### config.mk
export PLATFORM = sky130hd
export DESIGN_NAME = gcd_engine
export DESIGN_NICKNAME = d
export VERILOG_FILES = /design/src/rtl/gcd_pkg.sv /design/src/rtl/gcd_datapath.sv /design/src/rtl/gcd_engine.sv
export SDC_FILE = /design/constraint.sdc
export NUM_CORES = 1
export LEC_CHECK = 0
export CORE_MARGIN = 2
export CORE_UTILIZATION = 55
export DETAILED_ROUTE_END_ITERATION = 7
export PLACE_DENSITY_LB_ADDON = 0.15
export SYNTH_ARGS = -nofsm -noshare
export SYNTH_HDL_FRONTEND = slang
export SYNTH_SLANG_ARGS = --single-unit
export TNS_END_PERCENT = 50
### constraint.sdc
create_clock -name clk -period 3.55 [get_ports clk]
set_clock_uncertainty 0.05 [all_clocks]
set_input_delay 0.71 -clock clk [delete_from_list [all_inputs] [get_ports clk]]
set_output_delay 0.71 -clock clk [all_outputs]
set_load 0.02 [all_outputs]
### src/rtl/gcd_pkg.sv
// gcd_pkg: shared types and helpers for the subtractive GCD engine.
// Holds the FSM state enum, default widths and a saturating increment.
package gcd_pkg;

  typedef enum logic [1:0] {
    S_IDLE = 2'd0,
    S_CALC = 2'd1,
    S_DONE = 2'd2
  } state_t;

  localparam int DEF_WIDTH = 16;
  localparam int DEF_CNT_W = 16;

  // Returns {hit, next}. hit=1 when v is already at the w-bit
  // all-ones value; next then holds at that value.
  function automatic logic [64:0] sat_inc(
    input logic [63:0] v,
    input int          w
  );
    logic [63:0] mx;
    mx = (w >= 64) ? '1 : ((64'd1 << w) - 64'd1);
    if (v >= mx) return {1'b1, mx};
    return {1'b0, v + 64'd1};
  endfunction

endpackage

### src/rtl/gcd_datapath.sv
// gcd_datapath: operand registers, compare/subtract, result and counter.
// Ports: i_load/i_step from the FSM, i_a/i_b operands, o_* status/results.
module gcd_datapath
  import gcd_pkg::*;
#(
  parameter int WIDTH = DEF_WIDTH,
  parameter int CNT_W = DEF_CNT_W
) (
  input  logic             clk,
  input  logic             rst,
  input  logic             i_load,
  input  logic             i_step,
  input  logic [WIDTH-1:0] i_a,
  input  logic [WIDTH-1:0] i_b,
  output logic             o_zero,
  output logic             o_eq,
  output logic [WIDTH-1:0] o_gcd,
  output logic [CNT_W-1:0] o_iter,
  output logic             o_sat,
  output logic             o_zero_in
);

  logic [WIDTH-1:0] r_a;
  logic [WIDTH-1:0] r_b;
  logic [WIDTH-1:0] r_res;
  logic [CNT_W-1:0] r_cnt;
  logic             r_sat;
  logic             r_zin;

  logic             w_gt;
  logic [64:0]      w_inc;
  logic             w_unused;

  assign o_zero = (i_a == '0) || (i_b == '0);
  assign o_eq   = (r_a == r_b);
  assign w_gt   = (r_a > r_b);
  assign w_inc  = sat_inc(64'(r_cnt), CNT_W);
  assign w_unused = ^w_inc[63:CNT_W];

  always_ff @(posedge clk) begin
    if (rst) begin
      r_a   <= '0;
      r_b   <= '0;
      r_res <= '0;
      r_cnt <= '0;
      r_sat <= 1'b0;
      r_zin <= 1'b0;
    end else if (i_load) begin
      r_a   <= i_a;
      r_b   <= i_b;
      r_cnt <= '0;
      r_sat <= 1'b0;
      r_zin <= o_zero;
      // Final answer when an operand is zero; gcd(0,0)=0.
      r_res <= i_a | i_b;
    end else if (i_step) begin
      if (o_eq) begin
        r_res <= r_a;
      end else begin
        // Larger operand is always the minuend: no underflow.
        if (w_gt) r_a <= r_a - r_b;
        else      r_b <= r_b - r_a;
        r_cnt <= w_inc[CNT_W-1:0];
        r_sat <= r_sat | w_inc[64];
      end
    end
  end

  assign o_gcd     = r_res;
  assign o_iter    = r_cnt;
  assign o_sat     = r_sat;
  assign o_zero_in = r_zin;

endmodule

### src/rtl/gcd_engine.sv
// gcd_engine: subtractive Euclid GCD with valid/ready on both sides.
// Ports: in_valid/in_ready/a_in/b_in in, out_valid/out_ready/gcd_out out.
module gcd_engine
  import gcd_pkg::*;
#(
  parameter int WIDTH = DEF_WIDTH,
  parameter int CNT_W = DEF_CNT_W
) (
  input  logic             clk,
  input  logic             rst,
  input  logic             in_valid,
  output logic             in_ready,
  input  logic [WIDTH-1:0] a_in,
  input  logic [WIDTH-1:0] b_in,
  output logic             out_valid,
  input  logic             out_ready,
  output logic [WIDTH-1:0] gcd_out,
  output logic [CNT_W-1:0] iter_out,
  output logic             iter_sat,
  output logic             zero_in,
  output logic             busy
);

  state_t r_state;
  state_t w_next;
  logic   w_load;
  logic   w_step;
  logic   w_zero;
  logic   w_eq;

  gcd_datapath #(
    .WIDTH(WIDTH),
    .CNT_W(CNT_W)
  ) u_dp (
    .clk      (clk),
    .rst      (rst),
    .i_load   (w_load),
    .i_step   (w_step),
    .i_a      (a_in),
    .i_b      (b_in),
    .o_zero   (w_zero),
    .o_eq     (w_eq),
    .o_gcd    (gcd_out),
    .o_iter   (iter_out),
    .o_sat    (iter_sat),
    .o_zero_in(zero_in)
  );

  always_ff @(posedge clk) begin
    if (rst) r_state <= S_IDLE;
    else     r_state <= w_next;
  end

  always_comb begin
    w_next   = r_state;
    w_load   = 1'b0;
    w_step   = 1'b0;
    in_ready = 1'b0;
    unique case (r_state)
      S_IDLE: begin
        in_ready = 1'b1;
        if (in_valid) begin
          w_load = 1'b1;
          w_next = w_zero ? S_DONE : S_CALC;
        end
      end
      S_CALC: begin
        w_step = 1'b1;
        if (w_eq) w_next = S_DONE;
      end
      S_DONE: begin
        // Consuming a result frees the engine in the same cycle.
        in_ready = out_ready;
        if (out_ready) begin
          if (in_valid) begin
            w_load = 1'b1;
            w_next = w_zero ? S_DONE : S_CALC;
          end else begin
            w_next = S_IDLE;
          end
        end
      end
      default: w_next = S_IDLE;
    endcase
  end

  assign out_valid = (r_state == S_DONE);
  assign busy      = (r_state == S_CALC);

endmodule

# Yosys cells after proc, flatten, opt, wreduce, memory -nomap -nowiden
# Index checks and enable logic that the tools add are counted.
dict set report classes {
  addsub 3
  magnitude_cmp 2
  n_eq_ne 8
  mux 25
  bitwise 3
  reduce_logical 13
}
# op n
set op_table {}
lappend op_table {{16-bit 2-to-1 mux} 11}
lappend op_table {{65-bit 2-to-1 mux} 2}
lappend op_table {{16-bit zero test} 2}
lappend op_table {{16-bit subtractor} 2}
lappend op_table {{16-bit by 1-bit adder with 17-bit output, second input constant} 1}
lappend op_table {{16-bit equality test} 1}
lappend op_table {{16-bit >= comparator, second input constant} 1}
lappend op_table {{16-bit greater-than comparator} 1}
lappend op_table {{16-bit OR} 1}
lappend op_table {{2-bit 2-to-1 mux} 5}
lappend op_table {{3-bit AND reduction} 3}
lappend op_table {{2-bit by 1-bit inequality test with 1-bit output, second input constant} 4}
lappend op_table {{2-bit one-hot mux with 3 select lines} 1}
lappend op_table {{2-bit nonzero test} 3}
lappend op_table {{1-bit 2-to-1 mux} 4}
lappend op_table {{1-bit one-hot mux with 2 select lines} 2}
lappend op_table {{2-bit AND reduction} 2}
lappend op_table {{2-bit by 1-bit equality test with 1-bit output, second input constant} 1}
lappend op_table {{2-bit equality test, second input constant} 1}
lappend op_table {{2-bit zero test} 1}
lappend op_table {{2-bit inequality test, second input constant} 1}
lappend op_table {{2-bit OR reduction} 1}
lappend op_table {{1-bit logical OR} 1}
lappend op_table {{1-bit NOT} 1}
lappend op_table {{1-bit OR} 1}
dict set report word_totals {
  reg_bits 68
  input_bits 36
  out_inout_bits 37
}

# Depth between registers and ports, before layout
# Gate-level depths: netlist of the first run.
dict set report depth {
  depth_word 6
  mapped_depth 11
  depth_no_buf 10
}

# By module
# Synthesis of the first run repeated with hierarchy kept, for this count alone.
dict set report hier_totals {
  hier_cells 649
  area_unflattened_um2 5049.8
}
# mod n_inst cells_each area_per_inst_um2 seq_area_each_um2
set modules_own_cells {}
lappend modules_own_cells {gcd_datapath 1 631 4888.4 1321.3}
lappend modules_own_cells {gcd_engine 1 18 161.4 40.0}

# Worst setup path before layout of the first run
# Ideal clock, no wire load.
dict set report synth_timing {
  kind {register to register}
  from {register u_dp.r_a[0]}
  to {register u_dp.r_a[3]}
  setup_time_ps 91
  arrival_time_ps 2344
  setup_slack_ps 1065
  stages_incl_launch_ff 11
  path_buffers 0
  synth_period_minus_slack_ps 2485
  cell_sequence {dfxtp_1 > inv_1 > ha_1 > fa_1 > nand2b_1 > a211oi_2 > o311ai_4 > nand2_2 > nand2_2 > or3_1 > a311oi_1}
}
dict set report synth_via {
  elab_chain_len 5
  elab_cells_between_ends 10
  classes_between {1 x add/sub; 1 x order compare; 2 x eq/ne; 4 x mux; 2 x reduce/logical}
}
# item line_no
set synth_rtl {}
lappend synth_rtl {{from (decl)} gcd_datapath.sv:23} ;# logic [WIDTH-1:0] r_a;
lappend synth_rtl {{from (signal assigned)} gcd_datapath.sv:49} ;# r_a <= i_a;
lappend synth_rtl {{from (signal assigned)} gcd_datapath.sv:61} ;# if (w_gt) r_a <= r_a - r_b;
lappend synth_rtl {{16-bit subtractor} gcd_datapath.sv:61}
lappend synth_rtl {{16-bit 2-to-1 mux} gcd_datapath.sv:61}
lappend synth_rtl {{16-bit 2-to-1 mux} gcd_datapath.sv:57} ;# if (o_eq) begin
lappend synth_rtl {{16-bit 2-to-1 mux} gcd_datapath.sv:56} ;# end else if (i_step) begin
lappend synth_rtl {{16-bit 2-to-1 mux} gcd_datapath.sv:48} ;# end else if (i_load) begin
# Several ways; a longest one is shown, not always the timed one. The select of a mux whose other input is x is not followed.
# A chain may end at the register's enable or synchronous reset.

# Worst setup path in the final report of the first run
dict set report layout_timing {
  from {register u_dp.r_b[9]}
  to {register u_dp.r_b[10]}
}
dict set report layout_via {
  elab_chain_len 5
  elab_cells_between_ends 10
  classes_between {1 x add/sub; 1 x order compare; 3 x eq/ne; 4 x mux; 1 x reduce/logical}
}
# item line_no
set layout_rtl {}
lappend layout_rtl {{from (decl)} gcd_datapath.sv:24} ;# logic [WIDTH-1:0] r_b;
lappend layout_rtl {{from (signal assigned)} gcd_datapath.sv:50} ;# r_b <= i_b;
lappend layout_rtl {{from (signal assigned)} gcd_datapath.sv:62} ;# else r_b <= r_b - r_a;
lappend layout_rtl {{16-bit subtractor} gcd_datapath.sv:62}
lappend layout_rtl {{16-bit 2-to-1 mux} gcd_datapath.sv:61}
lappend layout_rtl {{16-bit 2-to-1 mux} gcd_datapath.sv:57}
lappend layout_rtl {{16-bit 2-to-1 mux} gcd_datapath.sv:56}
lappend layout_rtl {{16-bit 2-to-1 mux} gcd_datapath.sv:48}
# Several ways; a longest one is shown, not always the timed one. The select of a mux whose other input is x is not followed.

==> results of run 1 <==
[sequential cells by signal, indices dropped and copies added (netlist names)]
name / count
u_dp.o_zero_in: 1
u_dp.r_b: 16
u_dp.o_sat: 1
u_dp.o_iter: 16
u_dp.o_gcd: 16
r_state: 2
u_dp.r_a: 16
[metrics by stage]
step	utilization [%]	total power, W	instance area [um^2]
2_1_floorplan	-	0.00204	4760
3_3_place_gp	66.3	0.00236	5500
3_5_place_dp	66.3	0.00239	5500
4_1_cts	68.7	0.00306	5700
5_1_grt	68.7	0.00327	5700
6_report	68.7	0.00309	5700
[report_power, final]
group	internal (W)	switching, W	total (W)
Clock	0.000328	0.000337	0.000665
Sequential	0.000839	0.0000578	0.000897
Combinational	0.000613	0.000913	0.00153
Total	0.00178	0.00131	0.00309
[final timing paths]
path	cells after the start	to	from	slack, ns
setup / recovery	9	u_dp.r_b[10]$_SDFFE_PP0P_	u_dp.r_b[9]$_SDFFE_PP0P_	0.29
hold / removal	2	u_dp.o_sat$_SDFFE_PP0P_	u_dp.o_sat$_SDFFE_PP0P_	0.41
setup reg to reg	9	u_dp.r_b[10]$_SDFFE_PP0P_	u_dp.r_b[9]$_SDFFE_PP0P_	0.29
hold reg to reg	2	u_dp.o_sat$_SDFFE_PP0P_	u_dp.o_sat$_SDFFE_PP0P_	0.41
[routing by layer]
layer  GRT usage (%)  vias up  routed length, um
met5               0        -                  0
met4            13.1        0                510
met3            5.06       45                844
met2            51.2      219               6920
met1            36.6     2302               5850
li1                -     2348                  -
[cell families (layout without fill, tap and decap cells)]
group	Yosys count	count (layout)	share of synthesized area (%)
AND/OR/NAND/NOR	240	240	24.3
AO/OA/AOI/OAI	177	177	24.8
buffers and inverters	79	136	7.00
flip-flops	68	68	28.6
adder cells (fa/ha/maj)	34	34	9.26
XOR/XNOR	27	27	4.97
multiplexers	5	5	1.05
[cell type report]
cell class	count	area, um^2	share of cell area (%)
Multi-Input combinational cell	483	3070	53.8
Sequential cell	68	1360	23.9
Timing Repair Buffer	80	788	13.8
Inverter	40	150	2.63
Tap cell	105	131	2.31
Clock buffer	9	124	2.17
Clock inverter	7	76.3	1.34
[worst max-delay path: stages (launching register included)]
cell      delay [ns]
dfxtp_1         0.37
inv_1           0.06
ha_1            0.48
a21oi_1         0.19
o21ai_0         0.14
a21oi_1         0.37
nand2_2         0.10
nor2_1          0.79
o311ai_0        0.31
a311oi_1        0.30
[layout by cell type (no fill, tap or decap), types with 3 or more instances in the layout]
cell,n
and2_1,3
mux2i_1,5
o21a_1,10
a21oi_1,58
a311oi_1,13
nand2b_1,5
nor4_1,11
dfxtp_1,68
nand3_1,12
a211oi_1,24
o31a_1,4
nand4_1,12
xnor2_1,15
nand2_2,3
nor3_1,33
ha_1,32
nor2_1,83
o21ai_0,20
o21ai_1,4
nand2_1,55
xor2_1,12
clkdlybuf4s50_1,71
inv_1,40
a31oi_1,11
nor2b_1,4
clkbuf_8,9
a21o_1,15
and3_1,4
buf_4,7
o211ai_1,3
==> results_dict.tcl, run 1 <==
set metrics [dict create \
    grtUsageTotal_pct 29.8 \
    antenna_found_initial 0 \
    final.setup.tns_ns 0 \
    synth_fp_nets 700 \
    cts_resized 0 \
    gp_congestion 0.925 \
    fillers 715 \
    insertion_delay_ns 0.36 \
    drc 0 \
    die_h_um 97.0 \
    crit_type "flop to flop" \
    cts_root_buf "clkbuf_8" \
    syn_avg_cell_area_um2 7.55 \
    vias 4914 \
    p_leak_nw 2.18 \
    hp-class "flop to flop" \
    fmax_mhz 307 \
    p_per_area_mw_per_mm2 542 \
    grt_max_degree 77 \
    synth_edf_count 0 \
    synthCells 630 \
    viasPerCell 6.20 \
    start_util_pct 57.3 \
    cp-end-kind "flop" \
    synth_seq_cells 68 \
    netlist_top_cells_count "nor2_1, dfxtp_1, a21oi_1" \
    clock_sinks 68 \
    first_pass_iters 7 \
    setup_violations 0 \
    cts_hold_buf 0 \
    fin_ws_ns 0.289 \
    die_w_um 97.0 \
    drt-initial-drc-count 367 \
    critPathMaxFanout 14 \
    finalNonFillerCells 792 \
    synth_cell_types 56 \
    fp.dieArea_mm2 0.00941 \
    critPathArrivalTime_ns 3.48 \
    final_layout_size_suffix_gt1_share_pct 6.11 \
    hold_viol_final 0 \
    status "finished clean" \
    dp_cells 776 \
    overflow 0 \
    drv_slew 0 \
    core_area_mm2 0.00830 \
    netlist_top_cells_area "dfxtp_1, ha_1, nor2_1, a21oi_1, nand2_1" \
    yosysMostFrequentCell "nor2_1" \
    rsz0062_at_grt "false" \
    start_kind "flop" \
    area_delta_synth_final_pct 19.8 \
    dp_hpwl_mm 10.6 \
    layout.nets 752 \
    async_flop_share_pct 0 \
    max_slew_margin_pct 31.1 \
    yosysTopAreaCell "dfxtp_1" \
    drt_wl_total_mm 14.1 \
    max-vdd-ir-drop_v 0.000256 \
    fin_crit_ns 3.26 \
    cts_tree "done" \
    postCtsSetupRepairBufs 0 \
    grt_pass1_wl_mm 22.9 \
    dp_slack_ns 0.418 \
    antenna_cells 0 \
    portBuffers 72 \
    cap_violations 0 \
    synth_flop_cell "dfxtp_1" \
    h-tree-depth 3 \
    clockBufferDepth 2 \
    worstMarginPinSlew_ns 1.03 \
    final.period_utilization_pct 91.9 \
    synth_area_mm2 0.00476 \
    first_global_vias 4723 \
    synth_top_area_share_pct 28.6 \
    rows 33 \
    ios 73 \
    path_clk_slew_ns 0.08 \
    cts_inserted_buffers 9 \
    yosysWarnings 0 \
    post_drt_wl_per_cell_um 17.8 \
    whs_ns 0.415 \
    worstPathRequired_ns 3.77 \
    ant_nets 0 \
    yosysSeqAreaShare_pct 28.6 \
]
No activity file was read; power rests on OpenSTA's default activity.
==> run 2: changes to the inputs <==
--- a/config.mk
+++ b/config.mk
@@ -6,7 +6,8 @@
 export NUM_CORES = 1
 export LEC_CHECK = 0
 export CORE_MARGIN = 2
-export CORE_UTILIZATION = 55
+export CORE_UTILIZATION = 51
+export CTS_BUF_LIST = sky130_fd_sc_hd__clkbuf_4
 export DETAILED_ROUTE_END_ITERATION = 7
 export PLACE_DENSITY_LB_ADDON = 0.15
 export SYNTH_ARGS = -nofsm -noshare
==> constraint.sdc (replaced) <==
create_clock -name clk -period 2.9 [get_ports clk]
set_clock_uncertainty 0.05 [all_clocks]
set_input_delay 0.58 -clock clk [delete_from_list [all_inputs] [get_ports clk]]
set_output_delay 0.58 -clock clk [all_outputs]
set_load 0.02 [all_outputs]
==> run 2 against run 1 <==
Net effect: global-route usage shrank 1.1 points; total power up 18%; first-iteration DRC count down 38%; worst hold slack got worse by 0.0041 ns; final cell count is 3.0% higher; worst setup slack got worse by 0.14 ns; utilization fell by 5.4 points.
==> results_dict.tcl, run 2 (synthesized netlist as in run 1, its figures left out) <==
set metrics [dict create \
    met3_usage_pct 4.02 \
    vias 4867 \
    cts_root_buf "clkbuf_4" \
    layout.nets 770 \
    clock_power_share_pct 15.4 \
    grtUsageMet1_pct 36.2 \
    ant_nets 0 \
    path_clk_slew_ns 0.13 \
    final_cell_mix "nor2_1, clkdlybuf4s50_1, dfxtp_1" \
    rsz0062_at_grt "false" \
    dp_cells 800 \
    antenna_found_initial 0 \
    dp_hpwl_mm 10.9 \
    status "finished clean" \
    hp-class "flop to flop" \
    cts_hold_buf 0 \
    critPathMaxFanout 9 \
    fin_util_pct 63.2 \
    cap_violations 0 \
    finalNonFillerCells 816 \
    grtUsageTotal_pct 28.8 \
    gp_congestion 0.940 \
    worstMarginPinSlew_ns 1.01 \
    busiest_layer "met2" \
    viasPerCell 5.96 \
    drt_wl_total_mm 14.1 \
    core_area_mm2 0.00915 \
    die_w_um 101 \
    clockBufferDepth 2 \
    fp.dieArea_mm2 0.0101 \
    ios 73 \
    p_int_w 0.00204 \
    start_util_pct 52.0 \
    max_slew_margin_pct 32.4 \
    worstPathRequired_ns 3.20 \
    min-delay-start "u_dp.o_sat$_SDFFE_PP0P_" \
    p_sw_w 0.00160 \
    p_total_w 0.00364 \
    portBuffers 72 \
    critPathArrivalTime_ns 3.05 \
    drc 0 \
    final_layout_size_suffix_gt1_share_pct 8.79 \
    met2_usage_pct 48.7 \
    insertion_delay_ns 0.43 \
    first_global_vias 4747 \
    grt_max_degree 77 \
    p_leak_nw 2.23 \
    cp-end-kind "flop" \
    crit_type "flop to flop" \
    p_comb_share_pct 54.4 \
    swShare_pct 43.9 \
    cts_inserted_buffers 9 \
    cts_tree "done" \
    area_delta_synth_final_pct 21.7 \
    overflow 0 \
    start_kind "flop" \
    drt-initial-drc-count 228 \
    drv_slew 0 \
    antenna_cells 0 \
    h-tree-depth 3 \
    grt_pass1_wl_mm 22.9 \
    hold_viol_final 0 \
    layout_commonest_cell "nor2_1" \
    fin_crit_ns 2.75 \
    p_per_area_mw_per_mm2 629 \
    regToRegStartpoint "u_dp.r_a[0]$_SDFFE_PP0P_" \
    first_pass_iters 4 \
    reg2reg_slack_ns 0.15 \
    final.setup.tns_ns 0 \
    setup_violations 0 \
    die_h_um 101 \
    max-vdd-ir-drop_v 0.000328 \
    crit_path_start "u_dp.r_a[0]$_SDFFE_PP0P_" \
    clock_sinks 68 \
    post_drt_wl_per_cell_um 17.3 \
    rows 35 \
    pwr-share-seq_pct 30.2 \
    fmax_mhz 364 \
    final.period_utilization_pct 94.7 \
]
## run 2: path summary, 6_finish.rpt
| path | end | cells past startpoint |
|---|---|---|
| max reg2reg | u_dp.r_a[3]$_SDFFE_PP0P_ | 10 |
| min | u_dp.o_sat$_SDFFE_PP0P_ | 2 |
| max | u_dp.r_a[3]$_SDFFE_PP0P_ | 10 |
| min reg2reg | u_dp.o_sat$_SDFFE_PP0P_ | 2 |
## run 2: power groups by stage
stage	Sequential (W)	Combinational, W	Clock, W
CTS	0.00110	0.00193	0.000577
finish	0.00110	0.00198	0.000562
floorplan	0.00113	0.00137	0
global route	0.00111	0.00216	0.000615
global placement	0.00111	0.00189	0
detailed placement	0.00112	0.00192	0
## run 2: what timing repair did
action,CTS,global route
gates resized for setup,0,6
setup buffers,0,0
setup endpoints to repair,0,9
## run 2: area by class of cell
| type | instances | area, um^2 |
|---|---|---|
| Tap cell | 111 | 139 |
| Timing Repair Buffer | 98 | 927 |
| Fill cell | 837 | 3370 |
| Multi-Input combinational cell | 483 | 3090 |
| Sequential cell | 68 | 1360 |
| Clock buffer | 9 | 67.6 |
| Inverter | 40 | 150 |
| Clock inverter | 7 | 51.3 |
## run 2: metal layers
metal / wire [um] / share of wire [%]
met4: 531 / 3.8
met2: 6760 / 48
met1: 6030 / 43
met3: 797 / 5.6
met5: 0 / 0
## run 2: critical path: stages (launching register included)
cell,delay [ns]
dfxtp_2,0.37
inv_1,0.06
ha_1,0.22
fa_1,0.40
nand2b_2,0.23
a211oi_4,0.31
o311ai_4,0.16
nand2_2,0.13
nand2_4,0.09
or3_1,0.41
a311oi_2,0.24
## run 2: through the flow
stage | worst slack [ns] | area [um^2] | hold WS, ns
floorplan | 0.415 | 4760 | 0.405
global placement | 0.188 | 5640 | 0.386
detailed placement | 0.130 | 5640 | 0.402
CTS | 0.0822 | 5760 | 0.419
global route | 0.0124 | 5790 | 0.435
finish | 0.153 | 5790 | 0.411
